**src/rtl/btn_pkg.sv**
```systemverilog
// Shared types and helpers for the push-button conditioning path.
// Latency: n/a (package only).
// Backpressure: n/a (package only).
package btn_pkg;

    // Per-button debounce FSM states.
    typedef enum logic [1:0] {
        IDLE        = 2'd0,   // stable released
        ARM_PRESS   = 2'd1,   // counting a candidate press
        HELD        = 2'd2,   // stable pressed
        ARM_RELEASE = 2'd3    // counting a candidate release
    } btn_state_t;

    // Width of the stability counter. It only needs to reach cycles-1.
    // Clamped to 1 bit so a degenerate parameter still elaborates.
    function automatic int cnt_width(input int cycles);
        return (cycles <= 2) ? 1 : $clog2(cycles);
    endfunction

endpackage

```
**src/rtl/debounce_core.sv**
```systemverilog
// Single-button conditioner: 2-flop synchronizer, polarity fix, debounce FSM.
// Latency: raw level held from capture edge 0 is reported after edge DEBOUNCE_CYCLES+2.
// Backpressure: none; free-running, outputs are registered levels and 1-cycle pulses.
//
// Ports:
//   clk          system clock
//   rst          asynchronous active-high reset
//   btn_raw      raw pin, asynchronous to clk
//   btn_level    debounced level, 1 = pressed
//   btn_press    one-cycle pulse on an accepted press
//   btn_release  one-cycle pulse on an accepted release
module debounce_core
    import btn_pkg::*;
#(
    parameter int DEBOUNCE_CYCLES = 500_000,
    parameter int ACTIVE_LOW      = 1
) (
    input  logic clk,
    input  logic rst,
    input  logic btn_raw,
    output logic btn_level,
    output logic btn_press,
    output logic btn_release
);

    localparam int            CW       = cnt_width(DEBOUNCE_CYCLES);
    localparam logic [CW-1:0] CNT_LAST = CW'(DEBOUNCE_CYCLES - 1);
    // Pin level of a released button; also what the synchronizer resets to.
    localparam logic          INACTIVE = (ACTIVE_LOW != 0);

    logic          sync1;
    logic          sync2;
    logic          pressed;
    btn_state_t    state;
    logic [CW-1:0] cnt;

    // Strip the board polarity so everything past here is active-high.
    assign pressed = sync2 ^ INACTIVE;

    always_ff @(posedge clk or posedge rst) begin
        if (rst) begin
            sync1       <= INACTIVE;
            sync2       <= INACTIVE;
            state       <= IDLE;
            cnt         <= '0;
            btn_level   <= 1'b0;
            btn_press   <= 1'b0;
            btn_release <= 1'b0;
        end else begin
            sync1       <= btn_raw;
            sync2       <= sync1;
            btn_press   <= 1'b0;
            btn_release <= 1'b0;

            case (state)
                IDLE: begin
                    if (pressed) begin
                        state <= ARM_PRESS;
                        cnt   <= '0;
                    end
                end
                ARM_PRESS: begin
                    // A single disagreeing sample abandons the candidate press.
                    if (!pressed) begin
                        state <= IDLE;
                    end else if (cnt == CNT_LAST) begin
                        state     <= HELD;
                        btn_level <= 1'b1;
                        btn_press <= 1'b1;
                    end else begin
                        cnt <= cnt + 1'b1;
                    end
                end
                HELD: begin
                    if (!pressed) begin
                        state <= ARM_RELEASE;
                        cnt   <= '0;
                    end
                end
                ARM_RELEASE: begin
                    // Level stays high while a release is only a candidate.
                    if (pressed) begin
                        state <= HELD;
                    end else if (cnt == CNT_LAST) begin
                        state       <= IDLE;
                        btn_level   <= 1'b0;
                        btn_release <= 1'b1;
                    end else begin
                        cnt <= cnt + 1'b1;
                    end
                end
                default: state <= IDLE;
            endcase
        end
    end

endmodule

```
**src/rtl/btn_conditioner.sv**
```systemverilog
// Board push-button input stage: NUM_BTNS independent debounce_core lanes.
// Latency: DEBOUNCE_CYCLES+2 edges from raw capture to level/pulse, per lane.
// Backpressure: none; outputs are free-running registered levels and pulses.
//
// Ports:
//   clk          system clock
//   rst          asynchronous active-high reset
//   btn_raw      raw button pins, asynchronous to clk
//   btn_level    debounced levels, 1 = pressed
//   btn_press    one-cycle pulse per accepted press
//   btn_release  one-cycle pulse per accepted release
module btn_conditioner
    import btn_pkg::*;
#(
    parameter int NUM_BTNS        = 4,
    parameter int DEBOUNCE_CYCLES = 500_000,
    parameter int ACTIVE_LOW      = 1
) (
    input  logic                clk,
    input  logic                rst,
    input  logic [NUM_BTNS-1:0] btn_raw,
    output logic [NUM_BTNS-1:0] btn_level,
    output logic [NUM_BTNS-1:0] btn_press,
    output logic [NUM_BTNS-1:0] btn_release
);

    for (genvar i = 0; i < NUM_BTNS; i++) begin : g_btn
        debounce_core #(
            .DEBOUNCE_CYCLES (DEBOUNCE_CYCLES),
            .ACTIVE_LOW      (ACTIVE_LOW)
        ) u_core (
            .clk         (clk),
            .rst         (rst),
            .btn_raw     (btn_raw[i]),
            .btn_level   (btn_level[i]),
            .btn_press   (btn_press[i]),
            .btn_release (btn_release[i])
        );
    end

endmodule

```
**config.mk**
```make
export PLATFORM = sky130hd
export DESIGN_NAME = btn_conditioner
export DESIGN_NICKNAME = d
export VERILOG_FILES = /design/src/rtl/btn_pkg.sv /design/src/rtl/debounce_core.sv /design/src/rtl/btn_conditioner.sv
export SDC_FILE = /design/constraint.sdc
export NUM_CORES = 1
export LEC_CHECK = 0
export ABC_AREA = 1
export BUFFER_PORTS_ARGS = -buffer_cell sky130_fd_sc_hd__buf_4
export CORE_UTILIZATION = 60
export CTS_BUF_LIST = sky130_fd_sc_hd__clkbuf_4 sky130_fd_sc_hd__clkbuf_8
export CTS_CLUSTER_DIAMETER = 60
export DETAILED_ROUTE_END_ITERATION = 8
export PLACE_DENSITY = 0.81
export SYNTH_ARGS = -nofsm -noshare
export SYNTH_HDL_FRONTEND = slang
export SYNTH_SLANG_ARGS = --single-unit
export TNS_END_PERCENT = 100
```
**constraint.sdc**
```tcl
create_clock -name clk -period 3.3 [get_ports clk]
set_input_delay 0 -clock clk [delete_from_list [all_inputs] [get_ports clk]]
set_output_delay 0 -clock clk [all_outputs]
set_load 0.005 [all_outputs]
```
# After elaboration in Yosys (flattened, before gate mapping)
# Index checks and enable logic that the tools add are counted.
# op_classes
n_reduce_logical	20
muxes	92
eq_ne	48
n_addsub	4
# ops
cell	count
19-bit 2-to-1 mux	20
19-bit one-hot mux with 4 select lines	4
19-bit by 1-bit adder with 19-bit output (second input constant)	4
19-bit == test (second input constant)	4
2-bit 2-to-1 mux	24
1-bit 2-to-1 mux	36
2-bit by 1-bit inequality test with 1-bit output (second input constant)	16
2-bit one-hot mux with 4 select lines	4
4-bit AND reduction	8
5-bit AND reduction	4
2-bit == test (second input constant)	8
2-bit inequality test (second input constant)	8
3-bit by 1-bit inequality test with 1-bit output (second input constant)	4
3-bit inequality test (second input constant)	4
2-bit by 1-bit == test with 1-bit output (second input constant)	4
2-bit zero test	4
1-bit one-hot mux with 2 select lines	4
2-bit nonzero test	4
# word_totals
word_cells	192
in_bits	6
output_inout_bits	12
regBits	104

# Depth between registers and ports, before layout
# logic_depth
ltp_word	4
mapped_depth	11
depth_no_buf	10

# Modules after synthesis
# Synthesis repeated with hierarchy kept, for this count alone.
# unflattened
hier_cells	824
area_unflattened_um2	6045.8
# modules_own_cells
module	area_per_inst_um2	n_inst	seq_area_each_um2	cells_each
debounce_core	1511.4	4	653.1	206

# Worst setup path before layout
# No wires, ideal clock.
# synth_timing
path_type	reg2reg
from	register g_btn[1].u_core.cnt[0]
to	register g_btn[1].u_core.cnt[11]
n_path_buf	1
stages_incl_launch_ff	10
setup_time_ps	126
required_time_ps	3174
setup_slack_ps	1653
arrival_ps	1521
period_less_slack_ps	1647
path_cell_list	dfrtp_1 ha_1 nand3_2 inv_2 nand3_2 nor2_4 nor2_8 inv_8 buf_12 o21ai_0
# synth_between
elab_chain_cells	4
elab_cells_between_ends	6
classes_between	add/sub: 1; eq/ne: 1; mux: 4
# synth_lines
element	line	source
start, declared	debounce_core.sv:35	logic [CW-1:0] cnt;
start signal, assigned	debounce_core.sv:71	cnt <= cnt + 1'b1;
start signal, assigned	debounce_core.sv:89	cnt <= cnt + 1'b1;
19-bit by 1-bit adder with 19-bit output / 19-bit == test (equally long branches)	--	
19-bit 2-to-1 mux *	debounce_core.sv:66, debounce_core.sv:84	
19-bit 2-to-1 mux, on equally long branches	debounce_core.sv:82, debounce_core.sv:64	
19-bit one-hot mux with 4 select lines *	debounce_core.sv:55	case (state)
# Every way passes the cells marked *; elsewhere a longest branch is shown, timed or not. The select of a mux whose other input is x is not followed.
# A chain may end at the register's enable or synchronous reset.

# Final worst setup path
# layout_timing
from	register g_btn[3].u_core.cnt[0]
to	register g_btn[3].u_core.cnt[12]
# layout_between
elab_chain_cells	4
elab_cells_between_ends	6
classes_between	add/sub: 1; eq/ne: 1; mux: 4
# layout_lines
element	line
start, declared	debounce_core.sv:35
start signal, assigned	debounce_core.sv:71
start signal, assigned	debounce_core.sv:89
19-bit by 1-bit adder with 19-bit output / 19-bit == test (equally long branches)	--
19-bit 2-to-1 mux *	debounce_core.sv:66, debounce_core.sv:84
19-bit 2-to-1 mux, on equally long branches	debounce_core.sv:82, debounce_core.sv:64
19-bit one-hot mux with 4 select lines *	debounce_core.sv:55
# Marks and branches as above.

==> results.tsv <==
metric	value	unit
Hold Crit Class	primary input to register	
Cell Int Power	1812	uW
chip height	102.7	um
antenna violation net count after detailed routing	0	
overall global routing resource usage	25.60	%
status	finished clean	
# clock sinks	104	
GRT overflow	0	
Syn Nets	842	
router iterations before antenna repair	5	
Seq cells post-synth	104	
cells along the critical path	ha_1 -> nand2_1 -> nor2_1 -> nand3_1 -> nor2_4 -> nor2_4 -> clkinv_2 -> nand2_1 -> o21ai_0	
initial core utilization	61.99	%
slew margin rel.	36.10	%
CP Max Fanout	19	
post-route clock period utilization	62.27	%
HP Start	btn_raw[2]	
critical path arrival	2.31	ns
Routability Congestion	0.9185	
Leak	0.002739	uW
initial antenna violation count	0	
Worst Setup SP	g_btn[3].u_core.cnt[0]	
ANT cells	0	
crit path max-delay cell type	dfrtp_1	
R2R Setup Slk	1.24	ns
syn_area_per_cell	7.316	um^2
number of remaining DRC errors	0	
Comb power frac	5.2	%
net total in the final layout	850	
die width	102.7	um
H-tree depth	3	
Top delay family on crit path	simple AND/OR/NAND/NOR gates	
CTS tree	built	
Syn Inst Count	832	
clk_lat worst skew	0.38	ns
CTS root buf	clkbuf_8	
# fillers	867	
fin crit period	2.055	ns
worst ir drop on vdd	0.3014	mV
Vias	5110	
Post-CTS Setup Inserts	0	
kind of critical path	register to register	
Sw Ratio	22.95	%
post-synth cell types	38	
first-pass GRT wire length	21110	um
max_cap viols	0	
vias in the first global route	4844	
DRT Wirelength	12090	um
layout cell share with drive strength beyond 1	8.757	%
number of gates resized after CTS	0	
largest net degree at the start of global routing	83	
Slew Viols, Final	0	
Core ar.	9819	um^2
die area	10550	um^2
Seq/Total Area, Yosys	42.92	%
Psw	539.7	uW
Worst Clk Skew	0.01813	ns
Area Growth Syn to Fin	6.167	%
RSZ-0062 raised after global routing	no	
FF-to-FF Start	g_btn[3].u_core.cnt[0]	
Longest Clk Path Bufs	2	
CP required	3.56	ns
Worst-path clk slew	0.09	ns
Synth Cell Area	6087	um^2
initial DRC count	179	
Syn. warnings	0	
Hold Buf Count CTS	5	
Avg Vias per Cell	5.225	
# setup viols final	0	
final hold violations	0	
Clock power frac	37.9	%
Routed WL per cell	12.36	um
worst-margin pin slew	0.9585	ns
sequential cell fraction of total power	56.9	%
IO Port Bufs	17	
WP buf/inv	1	
crit path launch type	register	
f_max	0.4866	GHz
PwrDens	363.9	nW/um^2
Row Count	36	
io pins	18	
HPWL after DPL	8647	um
Critical Path Max Stage Delay	0.46	ns
total negative setup slack	0	ns
final hold slack	0.2677	ns
TritonCTS Buffers	9	
CP Capture Type	register	
power groups by stage:
stage                     Sequential (uW)  Clock, uW  Combinational (uW)
after floorplan                      1350          0                 107
after global placement               1360          0                 116
after detailed placement             1360          0                 120
after CTS                            1340        920                 126
after global routing                 1340        965                 142
final                                1340        890                 123
worst reg2reg max path, cell delays in order, from the launching register on:
cell	delay [ns]
dfrtp_1	0.46
ha_1	0.28
nand2_1	0.16
nor2_1	0.08
nand3_1	0.13
nor2_4	0.06
nor2_4	0.24
clkinv_2	0.31
nand2_1	0.14
o21ai_0	0.10
cells in the mapped netlist:
library cell,instances,area share (%)
inv_8,1,0.18
buf_4,15,1.8
clkbuf_2,2,0.16
and2_1,3,0.31
nand4_1,21,2.2
buf_2,3,0.25
nand2_4,1,0.18
o21ai_2,5,0.72
ha_1,4,0.82
nand2_1,282,17
nor2_1,110,6.8
o21ai_0,58,4.8
o211ai_1,1,0.12
nand3_1,66,5.4
nor2_2,1,0.10
nor2_4,5,0.92
o21ai_1,10,0.82
dfrtp_1,96,39
clkbuf_1,2,0.12
clkinv_2,1,0.082
dfstp_2,8,3.5
o21bai_1,5,0.62
or2_2,4,0.41
buf_6,2,0.37
buf_12,2,0.66
nor3_1,2,0.16
inv_6,1,0.14
nor2_8,2,0.66
inv_2,3,0.18
nand2_2,1,0.10
nor3_2,1,0.16
nand3b_1,5,0.62
inv_1,71,4.4
xnor2_1,9,1.3
buf_1,1,0.062
xor2_1,23,3.3
nand3_2,4,0.66
and2_0,1,0.10
cell families (layout without fill, tap and decap cells):
| group | Yosys count | in the layout | share of synthesized area [%] |
|---|---|---|---|
| buffers and inverters | 104 | 117 | 8.448 |
| AND/OR/NAND/NOR | 509 | 509 | 36.16 |
| adder cells (fa/ha/maj) | 4 | 4 | 0.8222 |
| XOR/XNOR | 32 | 32 | 4.604 |
| AO/OA/AOI/OAI | 79 | 79 | 7.050 |
| flip-flops | 104 | 104 | 42.92 |
registers in the layout (all words and copies together) (netlist names), named ones only:
| register | cells |
|---|---|
| g_btn.u_core.sync1 | 4 |
| g_btn.u_core.cnt | 76 |
| g_btn.u_core.state | 4 |
| g_btn.u_core.btn_level | 4 |
| g_btn.u_core.btn_release | 4 |
| g_btn.u_core.btn_press | 4 |
| g_btn.u_core.sync2 | 4 |
cell type report:
| class | count | area [um^2] | share of cell area [%] |
|---|---|---|---|
| well taps | 133 | 166.4 | 2.575 |
| repair buffers | 24 | 192.7 | 2.982 |
| clock buffers | 13 | 160.2 | 2.478 |
| flip-flops and latches | 104 | 2613 | 40.43 |
| multi-input cells | 624 | 2960 | 45.81 |
| inverters | 77 | 305.3 | 4.724 |
| clock inverters | 3 | 65.06 | 1.007 |
stage by stage:
stage | cells | total power (uW) | cell area, um^2 | setup slack [ns] | util (%)
floorplan | 832 | 1455 | 6087 | 0.5811 | -
global placement | 957 | 1476 | 6187 | 1.394 | 63.01
detailed placement | 957 | 1482 | 6187 | 1.279 | 63.01
CTS | 978 | 2384 | 6462 | 1.260 | 65.81
global route | 978 | 2451 | 6462 | 1.055 | 65.81
finish | 978 | 2352 | 6462 | 1.245 | 65.81
metal layers:
metal | share of wire (%) | track usage, % | vias up
li1 | - | - | 2636
met1 | 46 | 32.05 | 2355
met2 | 49 | 43.59 | 94
met3 | 3.2 | 5.085 | 25
met4 | 1.9 | 10.11 | 0
met5 | 0 | 0 | -
final timing paths:
path                                            to  depth (start not counted)
setup / recovery           g_btn[3].u_core.cnt[12]                          9
hold / removal               g_btn[2].u_core.sync1                          2
setup reg to reg           g_btn[3].u_core.cnt[12]                          9
hold reg to reg              g_btn[1].u_core.sync2                          0
max in group asynchronous    g_btn[0].u_core.sync2                          4
min in group asynchronous   g_btn[3].u_core.cnt[7]                          3
placed cells by master (no fill, tap or decap), drive strengths merged:
cell         instances
dlygate4sd3          5
nor2               118
o21ai               73
nand2              284
and2                 4
bufinv               2
o211ai               1
inv                 76
clkbuf              13
xor2                23
nand4               21
xnor2                9
ha                   4
buf                 19
dfstp                8
o21bai               5
nor3                 3
clkinv               2
or2                  4
nand3b               5
nand3               70
dfrtp               96
Note: power is estimated with default switching activity, not from simulation.
